## src/rtl/vga_window_scheduler.sv

```systemverilog
// Overlay scheduler for up to NUM_WIN rectangular colour windows on a VGA pixel stream.
// Software edits a staging bank; the active bank is reloaded only at frame start so windows never tear.
module vga_window_scheduler #(
    parameter int NUM_WIN      = 4,
    parameter int ADDR_W       = 11,
    parameter int RGB_W        = 16,
    parameter int BLINK_FRAMES = 30
) (
    input  logic               vga_clk,
    input  logic               rst_n,
    input  logic               Ready_Sig,
    input  logic               VSYNC_Sig,
    input  logic [ADDR_W-1:0]  Column_Addr_Sig,
    input  logic [ADDR_W-1:0]  Row_Addr_Sig,
    input  logic [RGB_W-1:0]   bg_rgb,
    input  logic               cfg_we,
    input  logic [4:0]         cfg_addr,
    input  logic [15:0]        cfg_wdata,
    input  logic               cfg_commit,
    output logic               cfg_busy,
    output logic [RGB_W-1:0]   vga_rgb,
    output logic               vga_de,
    output logic [NUM_WIN-1:0] win_hit
);
    localparam int CNT_W = $clog2(BLINK_FRAMES + 1);

    typedef enum logic [1:0] {
        IDLE    = 2'd0,
        PENDING = 2'd1,
        COPY    = 2'd2
    } state_t;

    typedef struct packed {
        logic [ADDR_W-1:0] x_start;
        logic [ADDR_W-1:0] x_end;
        logic [ADDR_W-1:0] y_start;
        logic [ADDR_W-1:0] y_end;
        logic [RGB_W-1:0]  color;
        logic              enable;
        logic              blink;
    } win_t;

    state_t             state;
    state_t             state_next;
    win_t               stg [NUM_WIN];
    win_t               act [NUM_WIN];
    logic               vsync_d;
    logic               frame_start;
    logic [CNT_W-1:0]   frame_cnt;
    logic               blink_phase;
    logic [1:0]         widx;
    logic               wr_ok;
    logic [NUM_WIN-1:0] hit_next;
    logic [RGB_W-1:0]   rgb_next;
    logic               found;

    assign frame_start = vsync_d & ~VSYNC_Sig;
    assign cfg_busy    = (state != IDLE);
    assign widx        = cfg_addr[4:3];
    assign wr_ok       = cfg_we && (state == IDLE) && (int'(widx) < NUM_WIN);

    always_ff @(posedge vga_clk) begin
        if (!rst_n) begin
            state <= IDLE;
        end else begin
            state <= state_next;
        end
    end

    // A commit seen in the same cycle as frame_start waits for the following frame.
    always_comb begin
        state_next = state;
        case (state)
            IDLE:    if (cfg_commit) state_next = PENDING;
            PENDING: if (frame_start) state_next = COPY;
            COPY:    state_next = IDLE;
            default: state_next = IDLE;
        endcase
    end

    always_ff @(posedge vga_clk) begin
        if (!rst_n) begin
            for (int i = 0; i < NUM_WIN; i++) stg[i] <= '0;
        end else if (wr_ok) begin
            case (cfg_addr[2:0])
                3'd0: stg[widx].x_start <= cfg_wdata[ADDR_W-1:0];
                3'd1: stg[widx].x_end   <= cfg_wdata[ADDR_W-1:0];
                3'd2: stg[widx].y_start <= cfg_wdata[ADDR_W-1:0];
                3'd3: stg[widx].y_end   <= cfg_wdata[ADDR_W-1:0];
                3'd4: stg[widx].color   <= cfg_wdata[RGB_W-1:0];
                3'd5: begin
                    stg[widx].enable <= cfg_wdata[0];
                    stg[widx].blink  <= cfg_wdata[1];
                end
                default: ;
            endcase
        end
    end

    always_ff @(posedge vga_clk) begin
        if (!rst_n) begin
            for (int i = 0; i < NUM_WIN; i++) act[i] <= '0;
        end else if (state == COPY) begin
            for (int i = 0; i < NUM_WIN; i++) act[i] <= stg[i];
        end
    end

    always_ff @(posedge vga_clk) begin
        if (!rst_n) begin
            vsync_d     <= 1'b1;
            frame_cnt   <= '0;
            blink_phase <= 1'b0;
        end else begin
            vsync_d <= VSYNC_Sig;
            if (frame_start) begin
                if (frame_cnt == CNT_W'(BLINK_FRAMES - 1)) begin
                    frame_cnt   <= '0;
                    blink_phase <= ~blink_phase;
                end else begin
                    frame_cnt <= frame_cnt + CNT_W'(1);
                end
            end
        end
    end

    // Lowest index wins among overlapping windows.
    always_comb begin
        hit_next = '0;
        rgb_next = bg_rgb;
        found    = 1'b0;
        for (int i = 0; i < NUM_WIN; i++) begin
            if (!found && Ready_Sig && act[i].enable && (!act[i].blink || !blink_phase) &&
                (act[i].x_start <= Column_Addr_Sig) && (Column_Addr_Sig <= act[i].x_end) &&
                (act[i].y_start <= Row_Addr_Sig) && (Row_Addr_Sig <= act[i].y_end)) begin
                found       = 1'b1;
                hit_next[i] = 1'b1;
                rgb_next    = act[i].color;
            end
        end
    end

    always_ff @(posedge vga_clk) begin
        if (!rst_n) begin
            vga_de  <= 1'b0;
            vga_rgb <= '0;
            win_hit <= '0;
        end else begin
            vga_de  <= Ready_Sig;
            vga_rgb <= Ready_Sig ? rgb_next : '0;
            win_hit <= hit_next;
        end
    end
endmodule

```

## config.mk

```make
export PLATFORM = sky130hd
export DESIGN_NAME = vga_window_scheduler
export DESIGN_NICKNAME = d
export VERILOG_FILES = /design/src/rtl/vga_window_scheduler.sv
export SDC_FILE = /design/constraint.sdc
export NUM_CORES = 1
export LEC_CHECK = 0
export BUFFER_PORTS_ARGS = -buffer_cell sky130_fd_sc_hd__buf_2
export CAP_MARGIN = 20
export CORE_MARGIN = 2
export CORE_UTILIZATION = 59
export DETAILED_ROUTE_END_ITERATION = 10
export GPL_TIMING_DRIVEN = 0
export PLACE_DENSITY = 0.74
export SLEW_MARGIN = 10
export SYNTH_ARGS = -nofsm -noshare
export SYNTH_HDL_FRONTEND = slang
export SYNTH_SLANG_ARGS = --single-unit
```

## constraint.sdc

```tcl
create_clock -name vga_clk -period 26.8 [get_ports vga_clk]
set_clock_uncertainty 0.1 [all_clocks]
set_input_delay 5.36 -clock vga_clk [delete_from_list [all_inputs] [get_ports vga_clk]]
set_output_delay 5.36 -clock vga_clk [all_outputs]
set_load 0.02 [all_outputs]
```

==> flow_summary.toml <==
[synth]
synth_cell_types = 63
syn_nets = 2099
synth_edf_count = 496
ys_top_cells_by_area = "edfxtp_1 62%, ha_1 9.3%, and2_1 6.6%, nor2_1 3.5%, dfxtp_1 2.5%"
ys_ff_latch = 526
yosysSeqAreaShare = 0.649
syn_inst = 1856
syn_avg_cell_area_um2 = 12.9
async_flop_share = 0
syn-cell-area_um2 = 23900
synth-main-ff-cell = "edfxtp_1"
synth_largest_area_cell = "edfxtp_1"
yosysWarnings = 0
synth_top_area_frac = 0.624

[placed_design]
port_buffers = 86
gp_congestion = 0.905
place_hpwl_um = 41500

[drt]
drc_errors = 0
vias_per_cell = 5.88
wirelength_um = 57800
drt-wirelength-per-cell_um = 22.4
wl_met3_um = 4820
drtPass1Iterations = 6
m1WireLength_um = 23300
highest_layer = "met4"
postRouteAntennaNets = 0
wl_met2_um = 27100
drtIter0Drc = 1562
num_vias = 15200

[min_path]
hold-path-endpoint = "state[0]"
min_path_cells = 1
hp-start = "state[1]"
worstHoldPathType = "flip-flop to flip-flop"

[sta]
setup_viol = 0
rsz0062_at_grt = "false"
slew_headroom = 0.241
tightest_slew_ns = 1.13
period_share = 0.328
hold_ws_ns = 0.375
setup-tns-final_ns = 0
slew_viol_final = 0
clock.fmax_mhz = 114
min_period_ns = 8.78
hold_violations = 0

[setup_path]
crit_chain = "buf_2 > inv_1 > ha_1 > a21oi_1 > o21a_1 > nor4b_1 > o22ai_1 > o31ai_4 > clkbuf_1 > nor4_1 > a221o_1 > a31oi_1"
cp_max_fo = 10
max_stage_delay_ns = 0.57
cp.arrival_ns = 9.13
slowest_stage = "nor4b_1"
startpoint_type = "primary input"
r2r-start = "blink_phase"
crit_buf_inv = 3
rr_endpoint = "vga_rgb[6]"
cp_top_family = "compound AO/OA/AOI/OAI gates"
rr_worst_depth = 11
regToRegSetupSlack_ns = 22.88
path_class = "primary input to flip-flop"
crit_required_ns = 27.15
cp-end-kind = "flip-flop"

[clock_tree]
cts-htree-levels = 2
cts_buffers = 49
clock_latency_ns = 0.57
cts_resized = 0
cts_tree = "yes"
clock_sinks = 526
clkTransAtPathRegs_ns = 0.06
cts_setup_buffers = 0
ctsHoldBuffers = 0
cts_buffer_depth = 3
clockRootBuffer = "clkbuf_16"

[die]
die_area_um2 = 42100
fp.dieH_um = 205
die_w_um = 205
rows = 73
top_level_ports = 87
coreArea_um2 = 39800
start_util = 0.599

[global_routing]
grt.total_usage = 0.280
grt_pass1_vias = 14300
grt_antenna_before_repair = 0
grt_max_degree = 33
grt_pass1_wl_um = 84800
grt-ovfl-total = 0

[pwr]
powerDensity_nw_per_um2 = 65.4
leakagePower_uw = 0.0106
vdd_drop_max_mv = 0.0557

[finish]
final.fill_count = 2812
antennaDiodeCount = 0
fin_nets = 2259
regArea_um2 = 15500
areaGrowthSynthToFinish_pct = 12.9
drive_gt1_frac = 0.0993
final_util = 0.677
multi_input_area_um2 = 7550

[status]
status = "finished clean"

[job]
drv_cap = 0
==> metal layers <==
layer | vias up | track usage
met2 | 682 | 0.454
met1 | 7332 | 0.380
met5 | - | 0
met4 | 0 | 0.123
li1 | 6997 | -
met3 | 149 | 0.0412
==> worst reg2reg max path, cell delays in order (launching register included) <==
cell and delay, ns:
dfxtp_1 0.41, a21boi_0 0.64, nand2_1 0.10, a31oi_1 0.15, o21ai_0 0.10, o21ai_0 0.63
and4_1 0.38, buf_2 0.20, buf_2 0.25, buf_1 0.38, nand3_1 0.13, a31oi_1 0.34
==> power breakdown <==
part           switching [uW]  internal (uW)
sequential               10.4            936
clock                     287            384
combinational            97.5           48.7
total                     395           1370
==> area by class of cell <==
| cell class | count | share of cell area |
|---|---|---|
| Buffer | 80 | 0.0123 |
| Clock buffer | 72 | 0.0510 |
| Clock inverter | 18 | 0.00599 |
| Inverter | 140 | 0.0195 |
| Multi-Input combinational cell | 1110 | 0.280 |
| Sequential cell | 526 | 0.575 |
| Tap cell | 525 | 0.0244 |
| Timing Repair Buffer | 109 | 0.0317 |
==> Yosys cell counts (all sizes together) (4+ instances only) <==
master / instances
xor2: 4
a31o: 4
edfxtp: 496
o21a: 14
ha: 178
nand3: 33
and4: 9
nand4: 31
mux2i: 16
a221o: 16
nand2: 80
nor2: 224
o41ai: 16
a31oi: 20
a21o: 12
a211oi: 10
and2: 250
o21ai: 37
a211o: 4
or2: 4
nor3: 12
nand2b: 5
inv: 140
nor4: 18
dfxtp: 30
buf: 10
nand3b: 5
a21oi: 54
clkbuf: 70
nor2b: 12
o31ai: 10
==> metrics by stage <==
stage               setup slack [ns]  std cells  instance area, um^2  total power (uW)
CTS                            18.08       2577                26900              1760
global placement                1.77       2467                25000              1110
floorplan                       7.87       1856                23900              1060
finish                         18.02       2580                26900              1760
global route                   17.82       2580                26900              1810
detailed placement             17.52       2487                25400              1110
==> flip-flops by register name, summed over array words and instances (netlist names) <==
signal and flops:
state 2, vga_rgb 16, frame_cnt 5, act 248
blink_phase 1, win_hit 4, vsync_d 1, vga_de 1
stg 248
==> cells by family after synthesis <==
kind of cell	Yosys count	share of synthesized area
AO/OA/AOI/OAI	216	0.0625
XOR/XNOR	5	0.00183
adder cells (fa/ha/maj)	178	0.0933
buffers and inverters	220	0.0359
flip-flops	526	0.649
multiplexers	16	0.00671
AND/OR/NAND/NOR	695	0.151
==> worst max-delay path by stage <==
| stage | start | to | slack [ns] | cells past startpoint |
|---|---|---|---|---|
| after floorplan | state[1] | act[0][0] | 7.87 | 2 |
| after global placement | state[1] | act[2][19] | 1.77 | 2 |
| after detailed placement | Column_Addr_Sig[8] | vga_rgb[6] | 17.52 | 12 |
| after CTS | Column_Addr_Sig[8] | vga_rgb[6] | 18.08 | 12 |
| after global routing | Column_Addr_Sig[8] | vga_rgb[6] | 17.82 | 12 |
| final | Column_Addr_Sig[8] | vga_rgb[6] | 18.02 | 12 |
==> layout by cell type (no fill, tap or decap), drive strengths merged, types with 9 or more instances in the layout <==
master / synthesis / layout
inv: 140 / 141
o21a: 14 / 14
and4: 9 / 9
and2: 250 / 250
edfxtp: 496 / 496
nand2: 80 / 80
buf: 10 / 119
nor2: 224 / 224
a211oi: 10 / 10
o31ai: 10 / 10
ha: 178 / 178
a21o: 12 / 12
a31oi: 20 / 20
nand4: 31 / 31
a221o: 16 / 16
nor2b: 12 / 12
clkinv: 0 / 13
o41ai: 16 / 16
a21oi: 54 / 54
nor4: 18 / 18
nand3: 33 / 33
o21ai: 37 / 37
nor3: 12 / 12
mux2i: 16 / 16
dfxtp: 30 / 30
clkbuf: 70 / 142
Power figures use the tool's default switching activity.
